File: config.mk
export PLATFORM = sky130hd
export DESIGN_NAME = if_fetch
export DESIGN_NICKNAME = d
export VERILOG_FILES = /design/src/rtl/if_fetch_pkg.sv /design/src/rtl/if_byte_asm.sv /design/src/rtl/if_fetch.sv
export SDC_FILE = /design/constraint.sdc
export NUM_CORES = 1
export LEC_CHECK = 0
export CAP_MARGIN = 15
export CORE_ASPECT_RATIO = 2
export CORE_UTILIZATION = 25
export DETAILED_ROUTE_END_ITERATION = 16
export GPL_ROUTABILITY_DRIVEN = 0
export HOLD_SLACK_MARGIN = 0.15
export SYNTH_ARGS = -nofsm -noshare
export SYNTH_HDL_FRONTEND = slang
export SYNTH_HIERARCHICAL = 1
export SYNTH_SLANG_ARGS = --single-unit
File: constraint.sdc
create_clock -name clk -period 2.66 [get_ports clk]
set_input_delay 0.399 -clock clk [delete_from_list [all_inputs] [get_ports clk]]
set_output_delay 0.399 -clock clk [all_outputs]
set_load 0.05 [all_outputs]
File: src/rtl/if_fetch_pkg.sv
`default_nettype none
// ============================================================================
// Module   : if_fetch_pkg
// Brief    : Shared constants and helpers for the instruction-fetch stage
// Revision : 1.0 - initial release
// ============================================================================
package if_fetch_pkg;

    // Fetch FSM state encoding
    localparam logic [0:0]  c_IF_FETCH       = 1'b0;
    localparam logic [0:0]  c_IF_DONE        = 1'b1;

    // Instruction geometry: four bytes per 32-bit word
    localparam logic [2:0]  c_BYTES_PER_INST = 3'd4;
    localparam logic [31:0] c_INST_STRIDE    = 32'd4;
    localparam logic [31:0] c_ZERO_WORD      = 32'h0000_0000;

    // True while another byte of the current word still has to be requested
    function automatic logic idx_issuable(input logic [2:0] idx);
        return (idx < c_BYTES_PER_INST);
    endfunction

endpackage
`default_nettype wire

File: src/rtl/if_byte_asm.sv
`default_nettype none
// ============================================================================
// Module   : if_byte_asm
// Brief    : Byte issue counter and little-endian word assembler for IF
// Revision : 1.0 - initial release
// ============================================================================
module if_byte_asm
    import if_fetch_pkg::*;
(
    input  logic        clk,
    input  logic        rst,
    input  logic        i_en,
    input  logic        i_clear,
    input  logic        i_issue,
    input  logic [7:0]  i_din,
    output logic [2:0]  o_idx,
    output logic        o_done,
    output logic [31:0] o_word
);

    logic [2:0]  r_idx;
    logic        r_pend;
    logic [23:0] r_buf;

    // Byte 3 arrives when a read is pending and all four have been issued
    logic        w_last_byte;
    assign w_last_byte = r_pend && (r_idx == c_BYTES_PER_INST);

    // Track issued bytes and shift returning bytes 0..2 into the buffer
    always_ff @(posedge clk) begin
        if (rst) begin
            r_idx  <= 3'd0;
            r_pend <= 1'b0;
            r_buf  <= 24'h00_0000;
        end else if (i_en) begin
            if (i_clear) begin
                r_idx  <= 3'd0;
                r_pend <= 1'b0;
            end else begin
                r_pend <= i_issue;
                if (i_issue) begin
                    r_idx <= r_idx + 3'd1;
                end
                if (r_pend && !w_last_byte) begin
                    r_buf <= {i_din, r_buf[23:8]};
                end
            end
        end
    end

    assign o_idx  = r_idx;
    assign o_done = w_last_byte;
    assign o_word = {i_din, r_buf};

endmodule
`default_nettype wire

File: src/rtl/if_fetch.sv
`default_nettype none
// ============================================================================
// Module   : if_fetch
// Brief    : Instruction fetch over a byte-wide shared RAM port; holds pc,
//            fetch/done state and EX redirects, delivers IF/ID pc and word
// Revision : 1.0 - initial release
// ============================================================================
module if_fetch
    import if_fetch_pkg::*;
#(
    parameter int          ADDR_W   = 17,
    parameter logic [31:0] RESET_PC = 32'h0000_0000
) (
    input  logic              clk,
    input  logic              rst,
    input  logic              rdy,
    input  logic [4:0]        stall,
    input  logic              branch_flag,
    input  logic [31:0]       branch_target,
    input  logic              mem_gnt,
    input  logic [7:0]        mem_din,
    output logic              mem_rd,
    output logic [ADDR_W-1:0] mem_addr,
    output logic [31:0]       if_pc,
    output logic [31:0]       if_inst,
    output logic              stall_req
);

    logic [31:0] r_pc;
    logic [0:0]  r_state;
    logic [31:0] r_if_pc;
    logic [31:0] r_if_inst;

    logic [2:0]  w_idx;
    logic        w_done;
    logic [31:0] w_word;
    logic        w_fetching;
    logic        w_issue;
    logic        w_restart;
    logic        w_clear;
    logic        w_stall_unused;

    // Only the IF hold bit matters to this stage
    assign w_stall_unused = |stall[4:1];

    assign w_fetching = (r_state == c_IF_FETCH);
    assign w_restart  = (r_state == c_IF_DONE) && !stall[0];
    assign w_clear    = branch_flag || w_restart;

    // A redirect cycle issues nothing so no stale byte is requested
    assign mem_rd   = rdy && w_fetching && idx_issuable(w_idx) && !branch_flag;
    assign mem_addr = r_pc[ADDR_W-1:0] + {{(ADDR_W-3){1'b0}}, w_idx};
    assign w_issue  = mem_rd && mem_gnt;

    if_byte_asm u_byte_asm (
        .clk     (clk),
        .rst     (rst),
        .i_en    (rdy),
        .i_clear (w_clear),
        .i_issue (w_issue),
        .i_din   (mem_din),
        .o_idx   (w_idx),
        .o_done  (w_done),
        .o_word  (w_word)
    );

    // pc / state sequencing with redirect taking priority over delivery
    always_ff @(posedge clk) begin
        if (rst) begin
            r_pc      <= RESET_PC;
            r_state   <= c_IF_FETCH;
            r_if_pc   <= c_ZERO_WORD;
            r_if_inst <= c_ZERO_WORD;
        end else if (rdy) begin
            if (branch_flag) begin
                r_pc    <= branch_target;
                r_state <= c_IF_FETCH;
            end else if (r_state == c_IF_FETCH) begin
                if (w_done) begin
                    r_if_inst <= w_word;
                    r_if_pc   <= r_pc;
                    r_state   <= c_IF_DONE;
                end
            end else if (!stall[0]) begin
                r_pc    <= r_pc + c_INST_STRIDE;
                r_state <= c_IF_FETCH;
            end
        end
    end

    assign if_pc     = r_if_pc;
    assign if_inst   = r_if_inst;
    assign stall_req = w_fetching;

endmodule
`default_nettype wire
Word level (Yosys, flattened, before mapping)
Index checks and enable logic that the tools add are counted.
{ "word_totals": {"regBits": 125, "latch_bits": 0, "ramBits": 0, "romBits": 0, "inputBits": 50, "out_inout_bits": 83, "word_cells": 43, "n_memories": 0} }
{ "classes": {"n_addsub": 3, "mul": 0, "n_div": 0, "magnitude_cmp": 1, "n_eq_ne": 2, "shift": 0, "mux": 10, "bitwise": 3, "reduce_logical": 17} }
{ "op_table": {"columns": ["cell", "count"], "rows": [
  ["$mux W32", 3],
  ["$add A32 B3 Y32 const B", 1],
  ["$add A17 B3 Y17", 1],
  ["$logic_and A1 B1 Y1", 7],
  ["$mux W3", 2],
  ["$reduce_and A3 Y1", 2],
  ["$mux W1", 5],
  ["$reduce_and A4 Y1", 1],
  ["$reduce_bool A2 Y1", 2],
  ["$add A3 B1 Y3 const B", 1],
  ["$eq A3 B3 Y1 const B", 1],
  ["$logic_not A1 Y1", 3],
  ["$lt A3 B3 Y1 const B", 1],
  ["$not A1 Y1", 3],
  ["$ne A2 B1 Y1 const B", 1],
  ["$reduce_and A2 Y1", 1],
  ["$logic_or A1 B1 Y1", 1]
]} }

Longest topological paths before layout
Gate-level depths: netlist of the first run.
{ "logic_depth": {"word_depth": 7, "mapped_depth": 9, "ltp_nobuf": 6} }

Hierarchy
Netlist of the first run, hierarchy kept.
{ "by_module_without_submodules": {"columns": ["mod", "instances", "cells_each", "area_per_inst_um2", "seq_area_each_um2"], "rows": [
  ["if_fetch", 1, 620, 4718.3, 1941.9],
  ["if_byte_asm", 1, 120, 1271.2, 560.5]
]} }

Least setup slack after synthesis of the first run
Ideal clock, no wire load.
{ "synth_timing": {"path_type": "register to output", "start": "reg u_byte_asm.r_idx[1] (netlist: u_byte_asm/o_idx[1])", "end": "out mem_addr[11]", "arrival_time_ns": 2.311, "t_required_ns": 2.261, "slack_ns": -0.050, "stages_incl_launch_ff": 7, "n_path_buf": 0, "cell_sequence": "dfxtp_1 -> ha_1 -> a21o_1 -> a21oi_1 -> or4b_1 -> nor2_1 -> xor2_1"} }
{ "synth_between": {"elab_chain_len": 1} }
{ "synth_lines": {"columns": ["element", "line_no", "text"], "rows": [
  ["start, declared", "if_byte_asm.sv:21", "logic [2:0] r_idx;"],
  ["start signal, assigned", "if_byte_asm.sv:42", "r_idx <= r_idx + 3'd1;"],
  ["$add A17 B3 Y17", "if_fetch.sv:52", "assign mem_addr = r_pc[ADDR_W-1:0] + {{(ADDR_W-3){1'b0}}, w_idx};"],
  ["end, declared", "if_fetch.sv:23", "output logic [ADDR_W-1:0] mem_addr,"]
]} }
No other way between the ends.

Worst setup path after layout of the first run
{ "layout_timing": {"start": "reg r_pc[1]", "end": "out mem_addr[13]"} }
{ "layout_between": {"elab_chain_len": 1} }
{ "layout_lines": {"columns": ["element", "line_no", "text"], "rows": [
  ["start, declared", "if_fetch.sv:29", "logic [31:0] r_pc;"],
  ["start signal, assigned", "if_fetch.sv:76", "r_pc <= branch_target;"],
  ["start signal, assigned", "if_fetch.sv:85", "r_pc <= r_pc + c_INST_STRIDE;"],
  ["$add A17 B3 Y17", "if_fetch.sv:52", null]
]} }
No other way between the ends.

==> results of run 1 <==
## synthesized netlist by cell type (8+ instances only)
| master | instances |
|---|---|
| and3_1 | 9 |
| clkbuf_1 | 28 |
| dfxtp_1 | 125 |
| a21oi_1 | 90 |
| buf_2 | 18 |
| nor2_1 | 36 |
| mux2i_1 | 29 |
| xor2_1 | 9 |
| inv_1 | 8 |
| nand2b_1 | 35 |
| nand2_1 | 175 |
| nand3_1 | 19 |
| buf_4 | 9 |
| o21ai_0 | 23 |
## worst max path at each step
stage / startpoint / to / slack (ns) / cells past startpoint
after global routing: u_byte_asm/o_idx[1] / mem_addr[11] / -0.12 / 7
after detailed placement: u_byte_asm/o_idx[0] / mem_addr[12] / 0.1 / 7
after global placement: u_byte_asm/o_idx[1] / mem_addr[15] / 0.12 / 7
after floorplan: u_byte_asm/o_idx[1] / mem_addr[9] / 0.02 / 5
final: r_pc[1] / mem_addr[13] / -0.04 / 7
after CTS: r_pc[1] / mem_addr[15] / -0.08 / 7
## registers in the layout (all words and copies together) (netlist names)
name	cells
if_inst	32
if_pc	32
r_pc	32
u_byte_asm/r_buf	24
u_byte_asm/o_idx	3
r_state	1
u_byte_asm/r_pend	1
## per-layer routing
metal,vias to the layer above,wire length [um],GRT usage [%]
met4,0,802,9.33
met5,-,0,0
met1,2641,6900,15.0
met3,46,617,3.04
met2,161,10600,30.8
li1,2765,-,-
## stage by stage
stage,cell area [um^2],setup WS [ns],total power (W),TNS [ns]
detailed placement,7690,0.0964,0.00239,0
CTS,8490,-0.0814,0.00499,-0.302
floorplan,6010,0.0163,0.00220,0
global placement,7690,0.119,0.00238,0
global route,8510,-0.119,0.00511,-0.722
finish,8510,-0.0421,0.00494,-0.145
## cell families (layout without fill, tap and decap cells)
kind of cell               count (synthesis)  after routing  share of synthesized area, %
and+or+nand+nor                          333            333                          27.1
AOI/OAI and AO/OA                        160            160                          15.6
DFF                                      125            125                          41.8
buffers and inverters                     70            199                          6.77
muxes                                     29             29                          4.85
xor gates and xnor gates                  16             16                          2.34
adders and majority gates                  7              7                          1.59
other                                      0              1                             0
## critical path, stage by stage, from the launching register on
cell and delay, ns:
dfxtp_4 0.36, ha_4 0.25, a21o_1 0.11, a21oi_2 0.08
or4b_4 0.57, nor2_4 0.13, xor2_2 0.21, buf_12 0.17
## layout make-up
cell class                 count  share of cell area [%]
clock buffer                  18                    5.16
sequential                   125                    29.5
timing repair buffer         159                    20.3
antenna                        1                  0.0294
inverter                       8                   0.353
tap                          283                    4.16
clock inverter                14                    2.53
multi-input combinational    545                    38.0
## power breakdown
group          total (W)  switching [W]  internal, W
Clock            0.00259       0.000899      0.00169
Combinational   0.000408       0.000213     0.000194
Sequential       0.00195      0.0000471      0.00190
Total            0.00494        0.00116      0.00378
## timing repair
action | CTS | global route
buffers inserted | 3 | 0
pin swaps | 9 | 1
cloned | 0 | 0
setup endpoints to repair | 12 | 11
gates resized for setup | 26 | 4
==> run metrics, run 1 <==
largest net degree at the start of global routing=about 80; pwr dens=just under 600 nW/um^2; Final Util=~36%; synthesized flop and latch total=125; Routed Antenna Nets=0; Reg clk slew, reported paths=0.06 ns; synthesized area=~6000 um^2; Iteration-0 DRC Markers=388; Final Setup Violations=5; # nets final=between 900 and 1k; Fin Clk Skew=about 0.0085 ns; synthesized net count=797; top cells by area, synth=dfxtp_1 (42%), nand2_1 (11%), a21oi_1 (7.5%); CP required=2.26 ns; Max-slew headroom=59.7%; first-pass GRT wire length=30000 um; area leader, netlist=dfxtp_1; I/O pin count=133; Port Buf Inserts=128; cell count after placement=1117; DRT Pass-1 Iters=11; clock sinks=125; Clock Tree Buf Depth=2; ys flop type=dfxtp_1; Hold Violations, Final=0; Filler Cells Inserted=between 2k and 2.5k; post-DP HPWL=14000 um; Unique masters post-synth=69; Die H=~220 um; hold_ws=0.324 ns; crit end category=output pin; hold path cells=2; YS warnings=6; Final Critical Period=around 2.7 ns; via count=5613; Synth Instances=740; Post-synth ARST share=0%; Final Non-Filler Cells=1153; vias in the first global route=5736; clk_lat worst skew=0.42 ns; layout cells sized above 1=14.0%; Hold WC Path Type=in2reg; fin. max-slew vios=0; WS Path Type=reg2out; R2R depth=6; LEAKAGE=2.96 nW; worst-margin pin slew=~0.6 ns; Peak Freq=0.370 GHz; violated checks=design-rule violations, negative setup slack; reg-to-reg endpoint=r_pc[28]; hold path startpoint=rst; register-to-register setup slack=0.53 ns; CTS tree=built; setup ws final=-0.0421 ns; clk root buf=clkbuf_16; Vias/cell=slightly below 5; Detailed Route WL=18900 um; hold_buf cts=0; Layout area overhead=42.2%; sequential area share after synthesis=between 40% and 50%; CTS Buf Count=17; initial antenna violation count=1; number of synthesized flops with an enable pin=0; Die W=111 um; Row Count=79; total track usage=between 15 and 20%; Avg Inst Size Synth=8.09 um^2; commonest non-fill, non-tap cells in the layout=nand2_1 (174), dfxtp_1 (120), clkdlybuf4s50_1 (109); routed len/inst=16.4 um; total gr overflow=0; H-tree levels=4; Yosys top cell area share=41.8%; area of the multi-input gates=3230 um^2; most common cell after layout, fill and taps aside=nand2_1; maximum vdd drop=0.000392 V; Core ar.=roughly 23000 um^2; Max Cap Viol=0; RSZ-0062 raised after global routing=yes; final period utilization=102%; DRC Markers=5; Hold Path End=if_inst[15]; Sequential Area=2510 um^2; Worst setup SP type=flip-flop; die area=24600 um^2; Worst Path Arrival=~2.3 ns; status=complete, but fails checks; worst-path fanout max=4; R2R Path Start=r_pc[3]; Initial Utilization=25.6%
(Power assumes the default switching activity.)
==> run 2, diff against run 1 <==
- CAP_MARGIN: 15 -> default
==> results of run 2 <==
Final layout, timing and power as in run 1 (identical DEF).
==> run 3, diff against run 2 <==
- CORE_MARGIN: default -> 5
==> run 3 against run 2 <==
  * The run ends with negative setup slack left
  * Sequential cell count did not move
  * Final area rose by 0.71%
  * First-iteration DRC count rose by 14%
  * Core utilization fell by 0.20 points
  * Combinational power rose by 1%
  * Fmax fell by 0.99%
  * Sequential power barely moved
  * Setup slack got worse by 0.027 ns
  * Final cell count rose by 0.95%
  * Clock skew rose by 0.0011 ns
==> run metrics, run 3 (synthesized netlist as in run 1, its figures left out) <==
Die W=119 um; Iteration-0 DRC Markers=443; total negative slack=-0.180 ns; NetSw=0.00116 W; Clk pwr share=roughly 50%; Max-slew headroom=58.1%; final period utilization=103%; pwr dens=554 nW/um^2; Final Non-Filler Cells=1164; Slowest Stage Delay on Critical Path=0.47 ns; Detailed Route WL=a little under 20000 um; largest net degree at the start of global routing=~140; LEAKAGE=about 3.0 nW; hold_buf cts=0; clock sinks=125; CP Buf/Inv Count=2; Worst setup SP type=flip-flop; Final Setup Violations=5; setup ws final=-0.0691 ns; crit-path cells=ha_4 -> fa_2 -> a21oi_4 -> or3_4 -> nor3_4 -> xnor2_1 -> buf_4 -> buf_12; Gate power share=8.7%; delay-heaviest family, CP=simple AND/OR/NAND/NOR gates; layout cells sized above 1=14.9%; Tot Pwr=0.00475 W; Internal Power=0.00360 W; Vias/cell=4.79; Setup WS pre-CTS=~0.13 ns; routed len/inst=16.8 um; clk root buf=clkbuf_16; post-DP HPWL=14400 um; via count=5574; Core ar.=roughly 24000 um^2; Layout area overhead=43.2%; Hold Violations, Final=0; Fin Clk Skew=0.00954 ns; total gr overflow=0; Hold WC Path Type=in2reg; WS Path Type=reg2out; hold path startpoint=rst; Reg clk slew, reported paths=0.06 ns; H-tree levels=4; CP max stage cell=or3_4; clk_lat worst skew=about 0.43 ns; # nets final=919; most common cell after layout, fill and taps aside=nand2_1; worst-margin pin slew=approximately 0.63 ns; vias in the first global route=5533; RSZ-0062 raised after global routing=yes; crit path launch=r_pc[0]; Row Count=80; status=complete, but fails checks; CTS tree=built; commonest non-fill, non-tap cells in the layout=nand2_1 (174), dfxtp_1 (121), clkdlybuf4s50_1 (109); cell count after placement=1127; Final Critical Period=roughly 2.7 ns; Worst Path Arrival=2.33 ns; violated checks=negative setup slack; Die H=229 um; worst-path fanout max=4; I/O pin count=133; CP required=roughly 2.3 ns; crit end category=output pin; first-pass GRT wire length=30100 um; Peak Freq=0.366 GHz; CTS Buf Count=17; DRC Markers=0; Max Cap Viol=0; maximum vdd drop=between 0.0003 and 0.0004 V; fin. max-slew vios=0; total track usage=14.2%; Port Buf Inserts=128; Reg power frac=roughly two fifths; Initial Utilization=25.2%; initial antenna violation count=2; Filler Cells Inserted=between 2k and 2.5k; die area=27300 um^2; sw frac=24.3%; Routed Antenna Nets=0; Clock Tree Buf Depth=2; DRT Pass-1 Iters=4; R2R Path Start=r_pc[2]
[run 3: timing repair]
action,4_1_cts,5_1_grt
hold endpoints to repair,0,0
endpoints found under the setup margin,11,10
buffers inserted,2,2
cloned,0,0
gates resized for setup,24,19
pin swaps,9,4
[run 3: per-layer routing]
layer | wire length, um | part of all wire [%] | global-route usage, %
met1 | 6910 | 35 | 13.6
met2 | 11200 | 57 | 27.5
met3 | 626 | 3.2 | 3.15
met4 | 799 | 4.1 | 7.67
met5 | 0 | 0 | 0
[run 3: worst paths after layout]
check,to,slack (ns),depth (start not counted)
max,mem_addr[16],-0.07,8
min,r_pc[15],0.45,4
max reg2reg,r_pc[28],0.51,6
min reg2reg,if_inst[8],0.45,2
[run 3: power groups by stage]
stage | sequential (W) | combinational (W) | clock [W]
finish | 0.00194 | 0.000414 | 0.00239
global route | 0.00195 | 0.000443 | 0.00254
CTS | 0.00194 | 0.000412 | 0.00247
detailed placement | 0.00198 | 0.000406 | 0
global placement | 0.00198 | 0.000405 | 0
floorplan | 0.00197 | 0.000232 | 0
[run 3: stage by stage]
step | hold slack, ns | util, % | area (um^2)
6_report | 0.448 | 36.1 | 8570
3_5_place_dp | 0.443 | 32.6 | 7720
4_1_cts | 0.432 | 35.6 | 8450
5_1_grt | 0.447 | 36.1 | 8570
3_3_place_gp | 0.437 | 32.6 | 7720
2_1_floorplan | 0.432 | - | 6010
[run 3: layout make-up]
| cell class | count | area (um^2) | area share, % |
|---|---|---|---|
| Multi-Input combinational cell | 545 | 3300 | 38.5 |
| Clock inverter | 13 | 165 | 1.93 |
| Timing Repair Buffer | 165 | 1760 | 20.5 |
| Tap cell | 287 | 359 | 4.19 |
| Sequential cell | 125 | 2520 | 29.4 |
| Antenna cell | 2 | 5.00 | 0.0584 |
| Clock buffer | 19 | 443 | 5.17 |
| Inverter | 8 | 30.0 | 0.350 |
[run 3: worst min-delay path: stages]
cell and delay, ns:
buf_4 0.11, nor2_1 0.13, nand3_1 0.12, o31ai_1 0.06
